===== config.mk =====
export PLATFORM = sky130hd
export DESIGN_NAME = interrupt_dispatch_sequencer
export DESIGN_NICKNAME = d
export VERILOG_FILES = /design/src/rtl/interrupt_dispatch_sequencer.sv
export SDC_FILE = /design/constraint.sdc
export NUM_CORES = 1
export LEC_CHECK = 0
export ABC_CLOCK_PERIOD_IN_PS = 1700
export CELL_PAD_IN_SITES_DETAIL_PLACEMENT = 2
export CELL_PAD_IN_SITES_GLOBAL_PLACEMENT = 2
export CORE_MARGIN = 10
export CORE_UTILIZATION = 23
export CTS_CLUSTER_SIZE = 25
export DETAILED_ROUTE_END_ITERATION = 10
export PLACE_DENSITY = 0.88
export SLEW_MARGIN = 10
export SYNTH_ARGS = -nofsm -noshare
export SYNTH_HDL_FRONTEND = slang
export SYNTH_SLANG_ARGS = --single-unit

===== constraint.sdc =====
create_clock -name iClock -period 1.7 [get_ports iClock]
set_clock_uncertainty 0.15 [all_clocks]
set_input_delay 0.34 -clock iClock [delete_from_list [all_inputs] [get_ports iClock]]
set_output_delay 0.34 -clock iClock [all_outputs]
set_load 0.02 [all_outputs]

===== src/rtl/interrupt_dispatch_sequencer.sv =====
`default_nettype none
// ============================================================================
//  Module      : interrupt_dispatch_sequencer
//  Description : Owns IME (EI delay, DI, RETI), selects the highest-priority
//                pending interrupt and runs the dispatch sequence: wait,
//                push PC high/low via handshake, load vector, clear IF bit.
//                Also provides the combinational HALT wake-up.
//  Revision    : 1.0 - initial release
// ============================================================================
module interrupt_dispatch_sequencer #(
    parameter int          NUM_IRQ     = 5,
    parameter logic [15:0] VECTOR_BASE = 16'h0040,
    parameter int          WAIT_CYCLES = 2
) (
    input  logic               iClock,
    input  logic               iReset,
    input  logic [NUM_IRQ-1:0] iInterruptFlag,
    input  logic [NUM_IRQ-1:0] iInterruptEnable,
    input  logic               iInstrBoundary,
    input  logic               iEI,
    input  logic               iDI,
    input  logic               iRETI,
    input  logic               iPushAck,
    output logic               oIME,
    output logic               oBusy,
    output logic               oPushReq,
    output logic               oPushHigh,
    output logic               oLoadPC,
    output logic [15:0]        oVector,
    output logic [NUM_IRQ-1:0] oClearFlag,
    output logic               oHaltWake
);

    localparam int CW = (WAIT_CYCLES > 1) ? $clog2(WAIT_CYCLES) : 1;
    localparam int IW = (NUM_IRQ > 1) ? $clog2(NUM_IRQ) : 1;
    localparam logic [CW-1:0] C_WAIT_INIT = CW'(WAIT_CYCLES - 1);

    typedef enum logic [2:0] {
        S_IDLE    = 3'd0,
        S_WAIT    = 3'd1,
        S_PUSH_HI = 3'd2,
        S_PUSH_LO = 3'd3,
        S_VECTOR  = 3'd4
    } state_t;

    state_t             r_state, n_state;
    logic [CW-1:0]      r_cnt, n_cnt;
    logic               r_ime, n_ime;
    logic               r_armed, n_armed;
    logic [IW-1:0]      r_index, n_index;
    logic               r_valid, n_valid;
    logic               r_push_req, n_push_req;
    logic               r_push_high, n_push_high;
    logic               r_load_pc, n_load_pc;
    logic [15:0]        r_vector, n_vector;
    logic [NUM_IRQ-1:0] r_clear, n_clear;

    logic [NUM_IRQ-1:0] w_pending;
    logic [IW-1:0]      w_index;
    logic               w_ime_eff;
    logic               w_accept;
    logic [15:0]        w_vector;
    logic [NUM_IRQ-1:0] w_onehot;

    assign w_pending = iInterruptFlag & iInterruptEnable;
    // An armed EI takes effect at the following boundary, so EI;NOP services after the NOP
    assign w_ime_eff = (r_ime | (r_armed & iInstrBoundary & ~iEI)) & ~iDI;
    assign w_accept  = (r_state == S_IDLE) & iInstrBoundary & w_ime_eff & (|w_pending);
    assign w_vector  = VECTOR_BASE + (16'(r_index) << 3);
    assign w_onehot  = NUM_IRQ'(1) << r_index;

    // Priority encoder: lowest set pending bit wins
    always_comb begin
        w_index = '0;
        for (int i = NUM_IRQ - 1; i >= 0; i--) begin
            if (w_pending[i]) w_index = IW'(i);
        end
    end

    // Next-state, IME bookkeeping and registered-output values
    always_comb begin
        n_state     = r_state;
        n_cnt       = r_cnt;
        n_ime       = r_ime;
        n_armed     = r_armed;
        n_index     = r_index;
        n_valid     = r_valid;
        n_push_req  = 1'b0;
        n_push_high = 1'b0;
        n_load_pc   = 1'b0;
        n_vector    = '0;
        n_clear     = '0;
        case (r_state)
            S_IDLE: begin
                if (w_accept) begin
                    n_state = S_WAIT;
                    n_cnt   = C_WAIT_INIT;
                    n_ime   = 1'b0;
                    n_armed = 1'b0;
                end else if (iDI) begin
                    n_ime   = 1'b0;
                    n_armed = 1'b0;
                end else begin
                    if (iRETI) n_ime = 1'b1;
                    if (iEI) begin
                        n_armed = 1'b1;
                    end else if (r_armed && iInstrBoundary) begin
                        n_ime   = 1'b1;
                        n_armed = 1'b0;
                    end
                end
            end
            S_WAIT: begin
                if (r_cnt == '0) begin
                    n_state     = S_PUSH_HI;
                    n_push_req  = 1'b1;
                    n_push_high = 1'b1;
                end else begin
                    n_cnt = r_cnt - 1'b1;
                end
            end
            S_PUSH_HI: begin
                n_push_req = 1'b1;
                if (iPushAck) begin
                    // IE/IF may have changed during the wait; the vector follows this sample
                    n_state = S_PUSH_LO;
                    n_index = w_index;
                    n_valid = |w_pending;
                end else begin
                    n_push_high = 1'b1;
                end
            end
            S_PUSH_LO: begin
                if (iPushAck) begin
                    n_state   = S_VECTOR;
                    n_load_pc = 1'b1;
                    n_vector  = r_valid ? w_vector : 16'h0000;
                    n_clear   = r_valid ? w_onehot : '0;
                end else begin
                    n_push_req = 1'b1;
                end
            end
            S_VECTOR: begin
                n_state = S_IDLE;
            end
            default: begin
                n_state = S_IDLE;
            end
        endcase
    end

    // State and output registers with synchronous active-low reset
    always_ff @(posedge iClock) begin
        if (!iReset) begin
            r_state     <= S_IDLE;
            r_cnt       <= '0;
            r_ime       <= 1'b0;
            r_armed     <= 1'b0;
            r_index     <= '0;
            r_valid     <= 1'b0;
            r_push_req  <= 1'b0;
            r_push_high <= 1'b0;
            r_load_pc   <= 1'b0;
            r_vector    <= '0;
            r_clear     <= '0;
        end else begin
            r_state     <= n_state;
            r_cnt       <= n_cnt;
            r_ime       <= n_ime;
            r_armed     <= n_armed;
            r_index     <= n_index;
            r_valid     <= n_valid;
            r_push_req  <= n_push_req;
            r_push_high <= n_push_high;
            r_load_pc   <= n_load_pc;
            r_vector    <= n_vector;
            r_clear     <= n_clear;
        end
    end

    assign oIME       = r_ime;
    assign oBusy      = (r_state != S_IDLE);
    assign oPushReq   = r_push_req;
    assign oPushHigh  = r_push_high;
    assign oLoadPC    = r_load_pc;
    assign oVector    = r_vector;
    assign oClearFlag = r_clear;
    assign oHaltWake  = |w_pending;

endmodule
`default_nettype wire


==> summary.md <==
| Metric | Value |
|---|---|
| Post-route ant nets | 0 |
| Startpoint types | input port |
| Initial antenna violation count | 1 |
| Cell Rows | 23 |
| Port Buf Inserts | 31 |
| Post-synthesis cell area | 990 sq um |
| Via/cell ratio | 4.51 |
| Avg WL per Cell | 16.1 microns |
| CP max-delay cell | dlygate4sd2_1 |
| Worst Path Required | 1210 ps |
| Max-Cap Viols | 0 |
| Final setup fails | 0 |
| Top cell type's share of synthesized area | 0.445 |
| Clock Path Buffers | 2 |
| CP Capture Type | output pin |
| Reg-to-Reg End | oIME |
| Crit-path max FO | 2 |
| Synth Area in Compound Gates | 0.153 |
| Most common library cells after synthesis | 22 x dfxtp_1, 12 x buf_4, 9 x nand2_1 |
| Family with the most delay on the worst path | buffers and inverters |
| Iter 0 DRT Violations | 31 |
| Post-synthesis register bit count | 22 |
| Largest net degree at the start of global routing | 12 |
| EDFF count, synth | 0 |
| Crit. Startpoint | iInterruptEnable[3] |
| Die Wd | 85.6 microns |
| Clk_lat worst skew | 260 ps |
| R2R cell count | 5 |
| Full die area | 7330 sq um |
| Chip height | 85.6 microns |
| Min Tclk post-route | 1670 ps |
| Ports | 44 |
| Main combinational cell family by area after synthesis | simple AND/OR/NAND/NOR gates |
| Worst setup path end | oHaltWake |
| Global-route wire length before repair | 5.15 mm |
| Post-layout net count | 171 |
| Synth Area in XOR/XNOR | 0 |
| Syn. warnings | 0 |
| Vias in the first global route | 1040 |
| Seq/Total Area, Yosys | 0.445 |
| Power per cell area | 700 nW/um^2 |
| Layout cells sized above 1 | 0.257 |
| Hold WC Path Type | in -> reg |
| # clock sinks | 22 |
| Avg Synthesized Cell Area | 9.70 sq um |
| Root Driver | clkbuf_8 |
| Fin Hold WS | 313 ps |
| TritonCTS Buffers | 3 |
| Outcome | finished, final reports clean |
| H-tree Lvls | 1 |
| Max Freq | 597 MHz |
| Multi-input gate area | 494 sq um |
| Vias | 915 |
| Synth top area cells | dfxtp_1 45%, buf_4 9.1%, nand2_1 3.4% |
| Main synth FF type | dfxtp_1 |
| Setup TNS | 0 ps |
| WP depth | 4 |
| TritonCTS clock tree | yes |
| Max incr delay on CP | 260 ps |
| Mapped Cells | 102 |
| Worst EP arrival | 1180 ps |
| Critical R2R Launch | r_state[2] |
| Placed wire-length estimate | 2.62 mm |
| Drt total wl | 3.27 mm |
| Reg area | 440 sq um |
| Starting Density | 0.242 |
| Mux cell area share after synthesis | 0.0101 |
| Final Hold Viols | 0 |
| Cell taking the most area after synthesis | dfxtp_1 |
| Crit-path cells | dlygate4sd2_1, a22o_1, nand3b_1, buf_6 |
| First-pass DRT Iterations | 4 |
| Fillers | 458 |
| Synth Area in Simple Gates | 0.273 |
| Setup CP Type | in -> out |
| Most common cell in the netlist | dfxtp_1 |
| Synth cell types | 42 |
| Ys async rst share | 0 |
| Reg2reg setup slack | 140 ps |
| Total global routing overflow | 0 |
| Core area | 4090 sq um |
| Final Max Tran Viols | 0 |
| LEAKAGE | 0.789 nW |
| Fin crit share | 0.985 |
| Drc violations | 0 |
| Critical path buffers and inverters | 2 |
| CTS clock-pin slew for the worst setup and hold paths | 80 ps |
| Area growth from synthesis to layout | 53.6% |
| GRT Resource Usage Total | 0.0875 |
| VDD IR max | 0.212 mV |
| Post-Synth Adder-Cell Area | 0 |
| GPL Wtd Cong | 0.812 |
==> registers in the layout (all words and copies together), names as in the netlist, 3 cells and up <==
signal / cells
oClearFlag: 5
r_state: 3
r_index: 3
oVector: 4
==> what timing repair did <==
action / in CTS / in global routing
hold buffers: 0 / 0
gates resized for setup: 18 / 15
buffers inserted: 1 / 0
pin swaps: 3 / 2
setup endpoints to repair: 7 / 13
==> through the flow <==
step	setup WS, ps	instance area, sq um	std cells	power [mW]	utilization
6_report	25.0	1520	203	1.06	0.372
5_1_grt	-34.5	1520	203	1.13	0.372
4_1_cts	1.88	1480	202	1.07	0.363
3_5_place_dp	-596	1440	198	0.758	0.352
3_3_place_gp	-532	1440	198	0.747	0.352
2_1_floorplan	148	1030	113	0.664	-
==> final cells by class <==
class / instances / area share
well taps: 50 / 0.0412
repair buffers: 50 / 0.305
flip-flops and latches: 22 / 0.290
diodes: 1 / 0.00165
inverters: 4 / 0.00988
multi-input cells: 73 / 0.325
clock buffers: 3 / 0.0272
==> worst reg2reg max path: cells and delay by family, from the launching register on <==
kind	cells	cell delay, ps
AO/OA/AOI/OAI	1	130
buffers and inverters	1	170
flip-flops	1	350
AND/OR/NAND/NOR	3	660
==> worst min-delay path by stage <==
stage                   startpoint         end  slack (ps)  cells after the start
2_1_floorplan                r_cnt       r_cnt         310                      1
3_3_place_gp                 r_cnt       r_cnt         330                      1
3_5_place_dp                 r_cnt       r_cnt         360                      1
4_1_cts                      r_cnt       r_cnt         370                      1
5_1_grt        iInterruptEnable[4]  r_index[2]         330                      3
6_report       iInterruptEnable[4]  r_index[2]         310                      3
==> power breakdown <==
part           switching, mW  total (mW)  internal [mW]
clock                  0.158       0.316          0.158
sequential            0.0101       0.537          0.527
combinational          0.111       0.211         0.0999
==> cells in the final DEF, fill, tap and decap left out, types with 2 or more instances in the layout <==
master / count
nand3_1: 2
clkdlybuf4s50_1: 11
dfxtp_1: 22
a211o_1: 3
conb_1: 12
nor2_1: 5
inv_1: 3
nand2_1: 9
and2_2: 2
clkbuf_8: 3
a21oi_1: 4
buf_4: 19
dlygate4sd2_1: 6
clkdlybuf4s15_1: 3
and3_2: 2
nor3_1: 2
a21boi_0: 2
dlymetal6s2s_1: 9
nand3b_1: 2
nor4b_1: 2
==> per-layer routing <==
layer / vias to the layer above / wire length [microns] / global-route usage
met5: - / 0 / 0
met4: 0 / 46 / 0.0479
met3: 5 / 213 / 0.0303
met2: 30 / 1730 / 0.164
met1: 438 / 1280 / 0.0805
li1: 442 / - / -
==> logic make-up after synthesis <==
| family | after synthesis |
|---|---|
| AOI/OAI and AO/OA | 20 |
| and+or+nand+nor | 40 |
| other | 1 |
| muxes | 1 |
| buffers and inverters | 18 |
| DFF | 22 |
No activity file was read; power rests on OpenSTA's default activity.
